<file path="src/rtl/pipe_reg_chain.sv">
// -----------------------------------------------------------------------------
// pipe_reg_chain
//   DEPTH-stage elastic pipeline register with a valid/ready handshake, a global
//   enable and a synchronous flush. Used between pipeline units that need
//   back-pressure (fetch->decode, decode->execute). A stall never drops or
//   duplicates an item, and a flush kills every in-flight entry.
//
// Parameters
//   W        data width per stage
//   DEPTH    number of register stages (>= 1)
//   RST_VAL  reset value of every stage data register
//
// Ports
//   clk        in   clock, all state on posedge
//   rst_n      in   synchronous active-low reset (wins over flush and en)
//   en         in   global enable; 0 freezes every stage and blocks handshakes
//   flush      in   synchronous kill of all in-flight entries
//   in_valid   in   upstream has data
//   in_ready   out  stage 0 can accept this cycle
//   in_data    in   upstream data
//   out_valid  out  last stage holds valid data
//   out_ready  in   downstream accepts
//   out_data   out  last stage data, forced to zero while flush is high
//   occ        out  number of valid stages (only with PIPE_REG_CHAIN_OCC_EN)
//
// Build option
//   PIPE_REG_CHAIN_OCC_EN  defined: adds the occ port and occupancy counter.
// -----------------------------------------------------------------------------
module pipe_reg_chain #(
  parameter int unsigned    W       = 32,
  parameter int unsigned    DEPTH   = 2,
  parameter logic [W-1:0]   RST_VAL = '0
) (
  input  logic                         clk,
  input  logic                         rst_n,
  input  logic                         en,
  input  logic                         flush,
  input  logic                         in_valid,
  output logic                         in_ready,
  input  logic [W-1:0]                 in_data,
  output logic                         out_valid,
  input  logic                         out_ready,
  output logic [W-1:0]                 out_data
`ifdef PIPE_REG_CHAIN_OCC_EN
  ,
  output logic [$clog2(DEPTH+1)-1:0]   occ
`endif
);

  // Per-stage state: stage 0 faces upstream, stage DEPTH-1 drives the outputs.
  logic [DEPTH-1:0] r_v;
  logic [W-1:0]     r_d [DEPTH];

  logic [DEPTH-1:0] w_rdy;
  logic [DEPTH-1:0] w_src_v;
  logic [W-1:0]     w_src_d [DEPTH];
  logic             w_go;

  assign w_go = en & ~flush;

  // A stage can take new data when it is empty or everything downstream of it
  // can move. Written as "not all stages from here to the output are full, or
  // the output drains" so that no bit of w_rdy feeds another bit.
  always_comb begin : ready_chain
    logic w_tail_full;
    // NOTE: every variable of this block gets a value before any condition or
    // loop touches it, so no path leaves it unassigned and no latch is inferred.
    w_tail_full = 1'b1;
    w_rdy       = '0;
    for (int i = DEPTH - 1; i >= 0; i--) begin
      w_tail_full = w_tail_full & r_v[i];
      w_rdy[i]    = ~w_tail_full | out_ready;
    end
  end

  // Source of each stage: upstream port for stage 0, previous stage otherwise.
  always_comb begin : source_mux
    w_src_v    = '0;
    w_src_d    = '{default: '0};
    w_src_v[0] = in_valid;
    w_src_d[0] = in_data;
    for (int i = 1; i < DEPTH; i++) begin
      w_src_v[i] = r_v[i-1];
      w_src_d[i] = r_d[i-1];
    end
  end

  always_ff @(posedge clk) begin
    if (!rst_n) begin
      r_v <= '0;
      // NOTE: the stage data registers are reset as well because out_data
      // exposes the last one directly after reset; they are plain flops, so a
      // reset value is legal here (a RAM-backed variant could not do this).
      for (int i = 0; i < DEPTH; i++) r_d[i] <= RST_VAL;
    end else if (flush) begin
      r_v <= '0;
      for (int i = 0; i < DEPTH; i++) r_d[i] <= '0;
    end else if (en) begin
      // NOTE: non-blocking assignments make every stage sample its neighbour's
      // pre-edge value; blocking ones would ripple an item through several
      // stages in a single clock.
      for (int i = 0; i < DEPTH; i++) begin
        if (w_rdy[i]) begin
          r_v[i] <= w_src_v[i];
          // An empty source leaves a bubble; the old data is simply ignored.
          if (w_src_v[i]) r_d[i] <= w_src_d[i];
        end
      end
    end
  end

  assign in_ready  = w_go & w_rdy[0];
  assign out_valid = w_go & r_v[DEPTH-1];
  assign out_data  = flush ? '0 : r_d[DEPTH-1];

`ifdef PIPE_REG_CHAIN_OCC_EN
  localparam int unsigned OCC_W = $clog2(DEPTH + 1);

  logic [OCC_W-1:0] r_occ;
  logic             w_push;
  logic             w_pop;

  // Both handshakes are already gated by en and flush, so the counter only
  // moves on real transfers and stays within 0..DEPTH.
  assign w_push = in_valid & in_ready;
  assign w_pop  = out_valid & out_ready;

  always_ff @(posedge clk) begin
    if (!rst_n || flush) begin
      r_occ <= '0;
    end else begin
      r_occ <= r_occ + OCC_W'(w_push) - OCC_W'(w_pop);
    end
  end

  assign occ = r_occ;
`endif

endmodule

</file>
<file path="config.mk">
export PLATFORM = sky130hd
export DESIGN_NAME = pipe_reg_chain
export DESIGN_NICKNAME = d
export VERILOG_FILES = /design/src/rtl/pipe_reg_chain.sv
export SDC_FILE = /design/constraint.sdc
export NUM_CORES = 1
export LEC_CHECK = 0
export CAP_MARGIN = 10
export CORE_ASPECT_RATIO = 0.7
export CORE_MARGIN = 1.5
export CORE_UTILIZATION = 45
export DETAILED_ROUTE_END_ITERATION = 10
export HOLD_SLACK_MARGIN = 0.05
export PLACE_DENSITY = 0.8
export SYNTH_ARGS = -nofsm -noshare
export SYNTH_HDL_FRONTEND = slang
export SYNTH_SLANG_ARGS = --single-unit
</file>
<file path="constraint.sdc">
create_clock -name clk -period 11.49 [get_ports clk]
set_clock_uncertainty 0.05 [all_clocks]
set_input_delay 3.447 -clock clk [delete_from_list [all_inputs] [get_ports clk]]
set_output_delay 3.447 -clock clk [all_outputs]
set_load 0.02 [all_outputs]
</file>
-- After elaboration in Yosys (flattened, before gate mapping)
Memory sizes are Yosys's and may differ from the RTL's.
Cells that the tools add are included.
- register bits: 2
- output and inout bits: 34
- bits in latches: 0
- bits in read-only memories: 0
- memories: 1
- logic and storage cells: 41
- bits in writable memories: 64
- input port bits: 38
- memory list (name ; depth ; bits a word ; rd ports ; clocked after Yosys merged registers in ; wr ports ; line ; source):
    r_d ; 2 ; 32 ; 2 ; 0 ; 2 ; 52 ; logic [W-1:0] r_d [DEPTH];
- $mul: 0
- muxes and demuxes: 21
- magnitude comparators: 0
- reduce and logical (&&, ||, !) cells: 3
- equal/unequal tests: 0
- bitwise operators: 14
- divide/modulo/power cells: 0
- $add $sub $neg: 0
- shifts and indexed selects: 0
- operators by type and width (cell ; number):
    $mux W32 ; 5
    $mux W1 ; 16
    $or A1 B1 Y1 ; 6
    $and A1 B1 Y1 ; 4
    $not A1 Y1 ; 4
    $reduce_and A2 Y1 ; 2
    $reduce_or A2 Y1 ; 1

-- Logic depth before layout (Yosys ltp)
- depth in word-level cells: 9
- mapped depth: 4

-- Worst setup path before layout
OpenSTA, ideal clock, no wires.
- path type: input -> output
- from: in flush
- to: out out_valid
- path slack: 3.848 ns
- data arrival time: 4.145 ns
- cell stages on the path: 2
- cells stage by stage: buf_2 -> nor3b_1
- word-level cells in the longest chain between the ends: 3
- RTL lines (item ; line ; source):
    start, declared ; 37 ; input logic flush,
    $not A1 Y1 ; 59 ; assign w_go = en & ~flush;
    $and A1 B1 Y1 ; 59 ;
    $and A1 B1 Y1 ; 113 ; assign out_valid = w_go & r_v[DEPTH-1];
    end, declared ; 41 ; output logic out_valid,
No other way between the ends.

-- Final worst setup path
Ends and elaborated chain as after synthesis.

==> results.py <==
metrics = {
    "worst_setup_path": {
        "cp-start-kind": "input port",
        "crit_required_ns": 7.99,
        "crit_family": "buffers and inverters",
        "slowest_stage": "clkdlybuf4s50_1",
        "cpMostUsedCell": "clkdlybuf4s50_1",
        "path_max_fanout": 36,
        "cp_slowest_stage_delay_ns": 1.01,
        "cp.arrival_ns": 5.51,
        "reg2reg_depth": 2,
        "cp.depth": 3,
        "cp-end-kind": "output pin",
        "crit_buf_inv": 2,
        "path_class": "input port to output pin",
        "crit_chain": "clkdlybuf4s50_1 -> nor3b_1 -> clkdlybuf4s50_1",
    },
    "placed_design": {
        "gp_congestion": 0.789,
        "dpl.hpwl_um": 2670,
        "dp_worst_setup_slack_ns": 2.41,
        "port_buffers": 71,
        "placed_cell_area_mm2": 0.00352,
    },
    "synth": {
        "syn-num-nets": 227,
        "synth_area_mm2": 0.00273,
        "yosys-top-cells-area": "edfxtp_1 (70%), and2_1 (15%), nor2b_1 (6.9%)",
        "ys_ff_latch": 66,
        "ys_seq_area_share_pct": 72.0,
        "yosys.area.top_type": "edfxtp_1",
        "syn_area_per_cell_um2": 14.4,
        "synth_cell_types": 18,
        "ys_warn_count": 0,
        "synth_top_area_share_pct": 70.5,
        "synthesis.instances": 189,
    },
    "floorplan": {
        "die_area_mm2": 0.00654,
        "coreArea_mm2": 0.00578,
        "die_x_um": 96.0,
        "initial_core_util_pct": 47.1,
        "rows": 23,
        "die_y_um": 68.1,
        "io_pins": 72,
    },
    "global_routing": {
        "grt_overflow": 0,
        "grt_usage_pct": 14.0,
        "antenna_found_initial": 0,
        "grt_pass1_vias": 1372,
        "grt_max_degree": 65,
        "grt_pass1_wl_um": 6360,
    },
    "timing": {
        "period_needed_ns": 9.01,
        "maxSlewViolCount": 0,
        "final_hold_viol_count": 0,
        "timing.fmax_ghz": 0.111,
        "fin_tns_setup_ns": 0,
        "slew_headroom_pct": 23.4,
        "finalSetupViolCount": 0,
        "tightestPinTransition_ns": 1.15,
        "rsz0062_at_grt": "no",
        "worst_slack_ns": 2.48,
        "min_period_over_period_pct": 78.4,
    },
    "layout": {
        "antennaDiodeCount": 0,
        "final_area_mm2": 0.00371,
        "syn2layout_area_growth_pct": 36.0,
        "fin_nets": 301,
        "final_common_cell": "clkdlybuf4s50_1",
        "final_cell_mix": "clkdlybuf4s50_1 (71), and2_1 (64), edfxtp_1 (64)",
        "final_layout_size_suffix_gt1_share_pct": 6.72,
    },
    "route": {
        "drtIter0Drc": 65,
        "wl_um": 4100,
        "avgViaCountPerCell": 4.48,
        "firstDrtPassIters": 4,
        "postRouteAntennaNets": 0,
        "vias": 1535,
        "routedWlPerCell_um": 12.0,
        "drc_errors": 0,
    },
    "cts": {
        "numCtsBuffers": 9,
        "clk-insertion-delay-late_ns": 0.33,
        "cts.sinks": 66,
        "post-cts-setup-buffer-count": 0,
        "htree_levels": 3,
        "clk_pin_slew_ns": 0.06,
        "root_buffer": "clkbuf_8",
        "holdBufCountCts": 0,
        "cts_resized": 0,
        "cts_tree": "built",
        "clock_path_buffers": 2,
    },
    "power_and_ir_drop": {
        "leakage_nw": 1.42,
        "pwr_density_cell_mw_per_mm2": 136,
        "ir_drop_v": 0.000107,
    },
    "min_path": {
        "hold_path.class": "flip-flop to flip-flop",
        "hold_depth": 2,
    },
    "run": {
        "maxCapViolations": 0,
    },
    "outcome": {
        "status": "complete, no violations",
    },
}
[final timing paths]
path	start	end	slack, ns
worst max-delay path	flush	out_valid	2.48
worst min-delay path	r_v[1]$_SDFFE_PP0P_	r_v[1]$_SDFFE_PP0P_	0.45
worst max register to register	r_v[1]$_SDFFE_PP0P_	r_d[0][26]$_SDFFCE_PN0P_	9.64
worst min register to register	r_v[1]$_SDFFE_PP0P_	r_v[1]$_SDFFE_PP0P_	0.45
[worst min-delay path, delay by kind of cell, from the launching register on]
family	cells	cell delay, ns
AO/OA/AOI/OAI	1	0.06
flip-flops	1	0.33
AND/OR/NAND/NOR	1	0.06
[Yosys cell counts]
| cell | count |
|---|---|
| buf_2 | 1 |
| and2_1 | 64 |
| nand2b_4 | 1 |
| nand2_1 | 4 |
| clkbuf_1 | 2 |
| clkbuf_2 | 6 |
| inv_1 | 1 |
| nor2b_1 | 30 |
| and2b_1 | 4 |
| a21oi_1 | 2 |
| dfxtp_1 | 2 |
| and3b_1 | 1 |
| edfxtp_1 | 64 |
| nor3_1 | 1 |
| nor3b_1 | 1 |
| nor4_4 | 1 |
| nor2_1 | 1 |
| o21ai_0 | 3 |
[sequential cells by signal, summed over array words and instances (netlist names)]
name  cells
r_d      64
r_v       2
[final cells by class]
| class | count | area, µm² |
|---|---|---|
| fillers | 444 | 2080 |
| flip-flops and latches | 66 | 1960 |
| multi-input cells | 113 | 741 |
| repair buffers | 72 | 718 |
| clock buffers | 13 | 149 |
| well taps | 75 | 93.8 |
| clock inverters | 3 | 40.0 |
| inverters | 1 | 3.75 |
[cell families after synthesis]
group / after synthesis / share of synthesized area, %
simple gates: 108 / 25.4
flops: 66 / 72.0
buf+inv: 10 / 1.70
compound gates: 5 / 0.918
[layer usage]
| metal | up-vias | wire (µm) | GRT usage [%] |
|---|---|---|---|
| met1 | 694 | 1710 | 15.7 |
| met4 | 0 | 29 | 5.51 |
| met2 | 52 | 2000 | 22.2 |
| li1 | 785 | - | - |
| met3 | 4 | 355 | 8.11 |
| met5 | - | 0 | 0 |
[where the power goes]
group / internal, mW / switching (mW)
clock: 0.106 / 0.0777
combinational: 0.0229 / 0.0190
sequential: 0.276 / 0.00236
total: 0.405 / 0.0990
[stage by stage]
step                util [%]  hold WS, ns  total power [mW]  instances
finish                  64.1        0.447             0.504        343
global route            64.1        0.470             0.527        343
CTS                     64.1        0.442             0.511        343
detailed placement      60.8        0.427             0.326        327
global placement        60.8        0.425             0.325        327
floorplan                  -        0.396             0.302        189
No activity file was read; power rests on OpenSTA's default activity.
